<file path="src/rtl/stoch_round_pkg.sv">
// Shared definitions for the stochastic-rounding unit.
//   SR_RND_W     : width of the LFSR sample (and of the dropped fraction)
//   SR_IN_W_DEF  : default input word width
//   SR_OUT_W_DEF : default output word width
//   sr_sat_max() : largest positive value of a signed word of the given width
package stoch_round_pkg;

    localparam int unsigned SR_RND_W     = 7;
    localparam int unsigned SR_IN_W_DEF  = 16;
    localparam int unsigned SR_OUT_W_DEF = SR_IN_W_DEF - SR_RND_W;

    function automatic int unsigned sr_sat_max(input int unsigned out_w);
        return (32'd1 << (out_w - 1)) - 32'd1;
    endfunction

endpackage

</file>
<file path="src/rtl/stoch_round_core.sv">
// Combinational add / arithmetic-shift / positive-saturate datapath.
// Ports:
//   data  : signed input word (IN_W bits, SR_RND_W fractional bits)
//   rnd   : random sample added to the fraction before truncation
//   res_c : floor((data + rnd) / 2^SR_RND_W), clipped to the positive max
//   sat_c : result was clipped
module stoch_round_core
    import stoch_round_pkg::*;
#(
    parameter int unsigned IN_W  = SR_IN_W_DEF,
    parameter int unsigned OUT_W = SR_OUT_W_DEF
) (
    input  logic [IN_W-1:0]     data,
    input  logic [SR_RND_W-1:0] rnd,
    output logic [OUT_W-1:0]    res_c,
    output logic                sat_c
);

    localparam int unsigned SUM_W = IN_W + 1;
    localparam int unsigned Q_W   = SUM_W - SR_RND_W;
    localparam logic [Q_W-1:0]   SAT_MAX_Q   = Q_W'(sr_sat_max(OUT_W));
    localparam logic [OUT_W-1:0] SAT_MAX_OUT = OUT_W'(sr_sat_max(OUT_W));

    logic [SUM_W-1:0] sum;
    logic [Q_W-1:0]   q;
    logic             unused_frac;

    // One guard bit keeps the positive carry of (max + rnd) from wrapping.
    always_comb begin
        sum   = {data[IN_W-1], data} + SUM_W'(rnd);
        q     = sum[SUM_W-1:SR_RND_W];
        // rnd is never negative, so only the upper clamp can trigger.
        sat_c = !q[Q_W-1] && (q > SAT_MAX_Q);
        res_c = sat_c ? SAT_MAX_OUT : q[OUT_W-1:0];
    end

    assign unused_frac = ^sum[SR_RND_W-1:0];

endmodule

</file>
<file path="src/rtl/stoch_round_unit.sv">
// Stochastic-rounding narrowing stage with a 2-deep valid/ready pipeline.
// Stage 1 captures the word together with its LFSR sample; stage 2 holds
// the rounded, saturated result. Each accepted word advances the LFSR once.
// Ports:
//   clk, rst                      : clock, async active-high reset
//   in_valid/in_ready/in_data     : upstream handshake and signed word
//   rnd, rnd_en                   : LFSR sample and LFSR advance enable
//   out_valid/out_ready/out_data  : downstream handshake and result
//   out_sat                       : result was clipped
// Optional (SR_SAT_CNT_EN defined):
//   sat_cnt_clr : synchronous clear of the saturation counter
//   sat_cnt     : saturating count of clipped output transfers
module stoch_round_unit
    import stoch_round_pkg::*;
#(
    parameter int unsigned IN_W   = SR_IN_W_DEF,
    parameter int unsigned DROP_W = SR_RND_W,
    parameter int unsigned OUT_W  = IN_W - DROP_W
) (
    input  logic                clk,
    input  logic                rst,
    input  logic                in_valid,
    output logic                in_ready,
    input  logic [IN_W-1:0]     in_data,
    input  logic [SR_RND_W-1:0] rnd,
    output logic                rnd_en,
    output logic                out_valid,
    input  logic                out_ready,
    output logic [OUT_W-1:0]    out_data,
    output logic                out_sat
`ifdef SR_SAT_CNT_EN
    ,
    input  logic                sat_cnt_clr,
    output logic [15:0]         sat_cnt
`endif
);

    if (DROP_W != SR_RND_W) begin : g_bad_drop_w
        $error("stoch_round_unit: DROP_W must equal the LFSR width (7)");
    end

    logic                s1_valid;
    logic [IN_W-1:0]     s1_data;
    logic [SR_RND_W-1:0] s1_rnd;
    logic                s2_adv;
    logic                s1_adv;
    logic                accept;
    logic [OUT_W-1:0]    core_res;
    logic                core_sat;

    // Handshake: stage 2 can take data when empty or draining.
    always_comb begin
        s2_adv   = !out_valid || out_ready;
        s1_adv   = s1_valid && s2_adv;
        in_ready = !rst && (!s1_valid || s2_adv);
        accept   = in_valid && in_ready;
        rnd_en   = accept;
    end

    // Stage 1: capture word and its random sample.
    always_ff @(posedge clk or posedge rst) begin
        if (rst) begin
            s1_valid <= 1'b0;
            s1_data  <= '0;
            s1_rnd   <= '0;
        end else if (accept) begin
            s1_valid <= 1'b1;
            s1_data  <= in_data;
            s1_rnd   <= rnd;
        end else if (s1_adv) begin
            s1_valid <= 1'b0;
        end
    end

    stoch_round_core #(
        .IN_W  (IN_W),
        .OUT_W (OUT_W)
    ) u_core (
        .data  (s1_data),
        .rnd   (s1_rnd),
        .res_c (core_res),
        .sat_c (core_sat)
    );

    // Stage 2: registered result, held while stalled.
    always_ff @(posedge clk or posedge rst) begin
        if (rst) begin
            out_valid <= 1'b0;
            out_data  <= '0;
            out_sat   <= 1'b0;
        end else if (s2_adv) begin
            out_valid <= s1_valid;
            if (s1_valid) begin
                out_data <= core_res;
                out_sat  <= core_sat;
            end
        end
    end

`ifdef SR_SAT_CNT_EN
    // Count clipped output transfers; clear wins over increment.
    always_ff @(posedge clk or posedge rst) begin
        if (rst) begin
            sat_cnt <= '0;
        end else if (sat_cnt_clr) begin
            sat_cnt <= '0;
        end else if (out_valid && out_ready && out_sat && (sat_cnt != 16'hFFFF)) begin
            sat_cnt <= sat_cnt + 16'd1;
        end
    end
`endif

endmodule

</file>
<file path="config.mk">
export PLATFORM = sky130hd
export DESIGN_NAME = stoch_round_unit
export DESIGN_NICKNAME = d
export VERILOG_FILES = /design/src/rtl/stoch_round_pkg.sv /design/src/rtl/stoch_round_core.sv /design/src/rtl/stoch_round_unit.sv
export SDC_FILE = /design/constraint.sdc
export NUM_CORES = 1
export LEC_CHECK = 0
export BUFFER_PORTS_ARGS = -buffer_cell sky130_fd_sc_hd__buf_2
export CORE_MARGIN = 2
export CORE_UTILIZATION = 30
export CTS_BUF_LIST = sky130_fd_sc_hd__clkbuf_2 sky130_fd_sc_hd__clkbuf_4 sky130_fd_sc_hd__clkbuf_8
export DETAILED_ROUTE_END_ITERATION = 6
export GPL_TIMING_DRIVEN = 0
export PLACE_DENSITY = 0.46
export SYNTH_ARGS = -nofsm -noshare
export SYNTH_HDL_FRONTEND = slang
export SYNTH_SLANG_ARGS = --single-unit
</file>
<file path="constraint.sdc">
create_clock -name clk -period 1.91 [get_ports clk]
set_input_delay 0.191 -clock clk [delete_from_list [all_inputs] [get_ports clk]]
set_output_delay 0.191 -clock clk [all_outputs]
set_load 0.02 [all_outputs]
</file>
-- Word level (Yosys, flattened, before mapping)
Cells that the tools add are included.
- flip-flop bits (word level): 35
- add/subtract/negate cells: 1
- $lt $le $gt $ge: 1
- muxes and demuxes: 3
- reductions and logical operators: 12
- operator list (cell ; count):
    $add A16 B8 Y17 ; 1
    $gt A10 B8 Y1 const B ; 1
    $mux W9 ; 1
    $logic_and A1 B1 Y1 ; 4
    $logic_not A1 Y1 ; 4
    $logic_or A1 B1 Y1 ; 2
    $mux W1 ; 2
    $reduce_and A2 Y1 ; 1
    $reduce_bool A2 Y1 ; 1

-- Logic depth before layout (Yosys ltp)
- depth in word-level cells: 6
- depth in mapped cells: 7

-- Cells and area by module
A second synthesis with hierarchy kept.
- cells, all modules: 129
- area, all modules: 1760.4 um^2
- modules (own cells, without submodules) (module ; instances ; cells an instance ; area each (um^2) ; seq. area each (um^2)):
    stoch_round_unit ; 1 ; 80 ; 1405.1 ; 875.8
    stoch_round_core ; 1 ; 49 ; 355.3 ; 0.0

-- Least setup slack after synthesis
OpenSTA, ideal clock, no wires.
- path type: flip-flop to flip-flop
- start: reg s1_data[6]
- end: reg out_data[0]
- setup time: 0.092 ns
- arrival: 1.657 ns
- data required time: 1.818 ns
- path slack: 0.161 ns
- stages on the path, launching flop included: 8
- path buffers: 1
- period minus slack after synthesis: 1.749 ns
- cell sequence: dfrtp_1 ha_1 a21oi_2 nand3_2 or2_4 buf_6 and3_4 o31ai_2
- word-level cells in the longest chain between the ends: 4
- elaborated cells on any way between the ends: 5
- ends and longest elaborated chain (what ; line ; text):
    start, declared ; stoch_round_unit.sv:43 ; logic [IN_W-1:0] s1_data;
    start signal, assigned ; stoch_round_unit.sv:68 ; s1_data <= in_data;
    $add A16 B8 Y17 (*) ; stoch_round_core.sv:30 ; sum = {data[IN_W-1], data} + SUM_W'(rnd);
    $gt A10 B8 Y1 / $logic_not A1 Y1 (equally long branches) ; stoch_round_core.sv:33 ; sat_c = !q[Q_W-1] && (q > SAT_MAX_Q);
    $logic_and A1 B1 Y1 ; stoch_round_core.sv:33 ;
    $mux W9 (*) ; stoch_round_core.sv:34 ; res_c = sat_c ? SAT_MAX_OUT : q[OUT_W-1:0];
    end signal, assigned ; stoch_round_unit.sv:94 ; out_data <= core_res;
    end, declared ; stoch_round_unit.sv:29 ; output logic [OUT_W-1:0] out_data,
Mark *: on every way between the ends. The rest lies on a longest branch, timed or not.
A chain may end at the register's enable or synchronous reset.

-- Final worst setup path
- start: reg out_valid
- end: out rnd_en
- word-level cells in the longest chain between the ends: 5
- ends and longest elaborated chain (what ; line ; text):
    start, declared ; stoch_round_unit.sv:27 ; output logic out_valid,
    start signal, assigned ; stoch_round_unit.sv:92 ; out_valid <= s1_valid;
    $logic_not A1 Y1 ; stoch_round_unit.sv:53 ; s2_adv = !out_valid || out_ready;
    $logic_or A1 B1 Y1 ; stoch_round_unit.sv:53 ;
    $logic_or A1 B1 Y1 ; stoch_round_unit.sv:55 ; in_ready = !rst && (!s1_valid || s2_adv);
    $logic_and A1 B1 Y1 ; stoch_round_unit.sv:55 ;
    $logic_and A1 B1 Y1 ; stoch_round_unit.sv:56 ; accept = in_valid && in_ready;
    end, declared ; stoch_round_unit.sv:26 ; output logic rnd_en,
Every way passes these cells.

==> impl_metrics.toml <==
[outcome]
status = "finished, final reports clean"

[placement]
place.port_buffers = 39
routabilityCongestion = 0.781
dp_hpwl_um = 2550

[synthesis]
yosys.area.top_type = "dfrtp_1"
synthArstFlopShare_pct = 100
synth_nets = 173
synthesis.area_um2 = 1660
yosysWarnings = 0
synthDominantCellAreaShare_pct = 52.6
synth-seq-cells = 35
ys_types = 38
synth_area_per_cell_um2 = 11.9
synth_cells = 140
synth_top_cells_by_area = "dfrtp_1 53%, mux2_1 16%, ha_1 4.5%, nand2_1 2.7%, a21oi_2 1.6%"
ys_seq_area_share_pct = 52.6
synth-edff-count = 0
synth_ff_type = "dfrtp_1"

[die]
rows = 27
die_h_um = 78.5
initial_core_util_pct = 30.6
core_um2 = 5440
io_pins = 40
dieArea_um2 = 6160
dieWidth_um = 78.5

[cells_and_area]
antenna_cells = 0
area_growth_syn_to_layout_pct = 24.7
nNetsFinal = 219
drive_gt1_share_pct = 34.2

[power]
swShare_pct = 32.4
total_power_mw = 2.15
ir_worst_vdd_v = 0.000356
power.internal_mw = 1.45
comb_power_share_pct = 28.6
pwr-share-seq_pct = 46.6
switching_power_mw = 0.697
p_leak_nw = 0.948
p_clk_share_pct = 24.8
p_per_area_nw_per_um2 = 1040

[global_route]
grt_pass1_wl_um = 5490
grt_start_max_net_pins = 36
antenna_found_initial = 0
grt_pass1_vias = 1196
grt.total_usage_pct = 11.5
grt_remaining_overflow = 0

[clock_network]
cts_buffer_depth = 2
htreeDepth = 2
cts-root-buf = "clkbuf_8"
clk_pin_slew_ns = 0.07
cts-hold-fix-buffers = 0
cts_sinks = 35
clock_latency_ns = 0.28
cts_setup_buffers = 0
cts_buffers = 5
cts_tree = "yes"
post_cts_resized = 0

[setup_path]
path_class = "register to output pin"
r2r_slack_ns = 0.14
worstPathArrival_ns = 1.59
critPathMaxStageDelay_ns = 0.39
critPathMaxFanout = 10
path_delay_family = "buffers and inverters"
critPathRequiredTime_ns = 1.72
crit_chain = "nor2b_1 -> a21oi_2 -> nand2_2 -> clkbuf_4 -> inv_2 -> buf_2"
startpoint_type = "register"
endpoint_kind = "output pin"
cp_slowest_cell = "dfrtp_1"
worst-path-buf-inv = 3

[sta]
worst_pin_slew_ns = 0.724
final.setup.tns_ns = 0
setup_viol = 0
final.min_clock_period_ns = 1.78
rsz0062_at_grt = "no"
fmax_mhz = 562
fin_skew_ns = 0.00917
relSlewSlack_pct = 51.7
timing.final.crit_share_pct = 93.2
hold_viol = 0
drv_slew = 0

[drt]
ant_nets = 0
vias_per_cell = 4.68
wl_um = 3360
drt_pre_antenna_iters = 4
route.detailed.drc = 0
routedWlPerCell_um = 13.0
route.vias.total = 1212
drtIter0Drc = 23

[hold_path]
hold_class = "input pin to asynchronous set/reset pin"

[job]
cap_violations = 0
==> synthesized netlist by cell type (2+ instances only) <==
| master | number |
|---|---|
| dfrtp_1 | 35 |
| mux2_1 | 23 |
| nand2_1 | 12 |
| ha_1 | 6 |
| nor2_1 | 6 |
| a21oi_1 | 4 |
| a31oi_1 | 4 |
| a21oi_2 | 3 |
| and4_1 | 3 |
| nand3_1 | 3 |
| nand4_1 | 3 |
| nor3_1 | 3 |
| o21ai_1 | 3 |
| a211oi_1 | 2 |
| buf_1 | 2 |
| buf_2 | 2 |
| inv_1 | 2 |
| nand2b_1 | 2 |
| o211ai_1 | 2 |
| o21ai_0 | 2 |
==> final timing paths <==
kind	start	endpoint	cells past startpoint
setup / recovery	out_valid	rnd_en	6
hold / removal	rst	out_data[0]	2
setup reg to reg	s1_data[6]	out_data[0]	7
hold reg to reg	out_data[7]	out_data[7]	2
max in group asynchronous	rst	s1_data[5]	2
min in group clk	in_data[8]	s1_data[8]	2
==> power groups by stage <==
stage | clock network, mW | logic [mW] | registers [mW]
floorplan | 0 | 0.351 | 1.07
global placement | 0 | 0.594 | 1.00
detailed placement | 0 | 0.602 | 1.01
CTS | 0.558 | 0.606 | 0.999
global route | 0.591 | 0.682 | 1.03
finish | 0.533 | 0.616 | 1.00
==> layer usage <==
metal	track usage [%]	routed length, µm	up-vias	share of wire [%]
met2	20.1	1630	27	48
li1	-	-	598	-
met1	13.2	1530	581	45
met3	3.91	164	6	4.9
met4	3.86	46	0	1.4
met5	0	0	-	0
==> layout make-up <==
cell class | instances | area [µm²]
plain buffers | 6 | 35.0
clock buffers | 7 | 83.8
clock inverters | 1 | 5.00
fillers | 552 | 3360
inverters | 3 | 11.3
multi-input cells | 96 | 778
flip-flops and latches | 35 | 876
well taps | 72 | 90.1
repair buffers | 39 | 195
==> cells in the final DEF (no fill, tap or decap), types with 2 or more instances in the layout <==
| cell type | count |
|---|---|
| ha_4 | 2 |
| buf_2 | 40 |
| inv_2 | 2 |
| o211ai_1 | 2 |
| o21ai_1 | 3 |
| and4_1 | 3 |
| mux2_1 | 23 |
| nor3_1 | 3 |
| a21oi_1 | 3 |
| clkbuf_4 | 3 |
| nor2_1 | 6 |
| clkbuf_8 | 5 |
| nand2b_1 | 2 |
| dfrtp_1 | 35 |
| buf_1 | 2 |
| o21ai_0 | 2 |
| nand2_1 | 12 |
| a31oi_1 | 4 |
| a21oi_2 | 4 |
| nand4_1 | 3 |
| ha_1 | 4 |
| nand3_1 | 3 |
==> cells by family after synthesis <==
kind of cell / Yosys count / share of synthesized area (%)
flip-flops: 35 / 52.6
AO/OA/AOI/OAI: 26 / 10.9
XOR/XNOR: 1 / 0.526
AND/OR/NAND/NOR: 40 / 13.2
buffers and inverters: 9 / 2.63
adder cells (fa/ha/maj): 6 / 4.51
multiplexers: 23 / 15.6
==> stage by stage <==
step | instance area, µm² | setup slack, ns | utilization (%) | hold WS (ns) | cells
detailed placement | 1950 | 0.0267 | 35.8 | 0.410 | 251
global route | 2070 | 0.0142 | 38.1 | 0.109 | 259
floorplan | 1660 | 0.161 | - | 0.323 | 140
global placement | 1950 | 0.0555 | 35.8 | 0.404 | 251
finish | 2070 | 0.130 | 38.1 | 0.0448 | 259
CTS | 2040 | 0.0252 | 37.5 | 0.111 | 259
==> flip-flops by register name, summed over array words and instances, names as in the netlist <==
register / count
out_sat: 1
s1_valid: 1
s1_data: 16
s1_rnd: 7
out_valid: 1
out_data: 9
(Power assumes the default switching activity.)
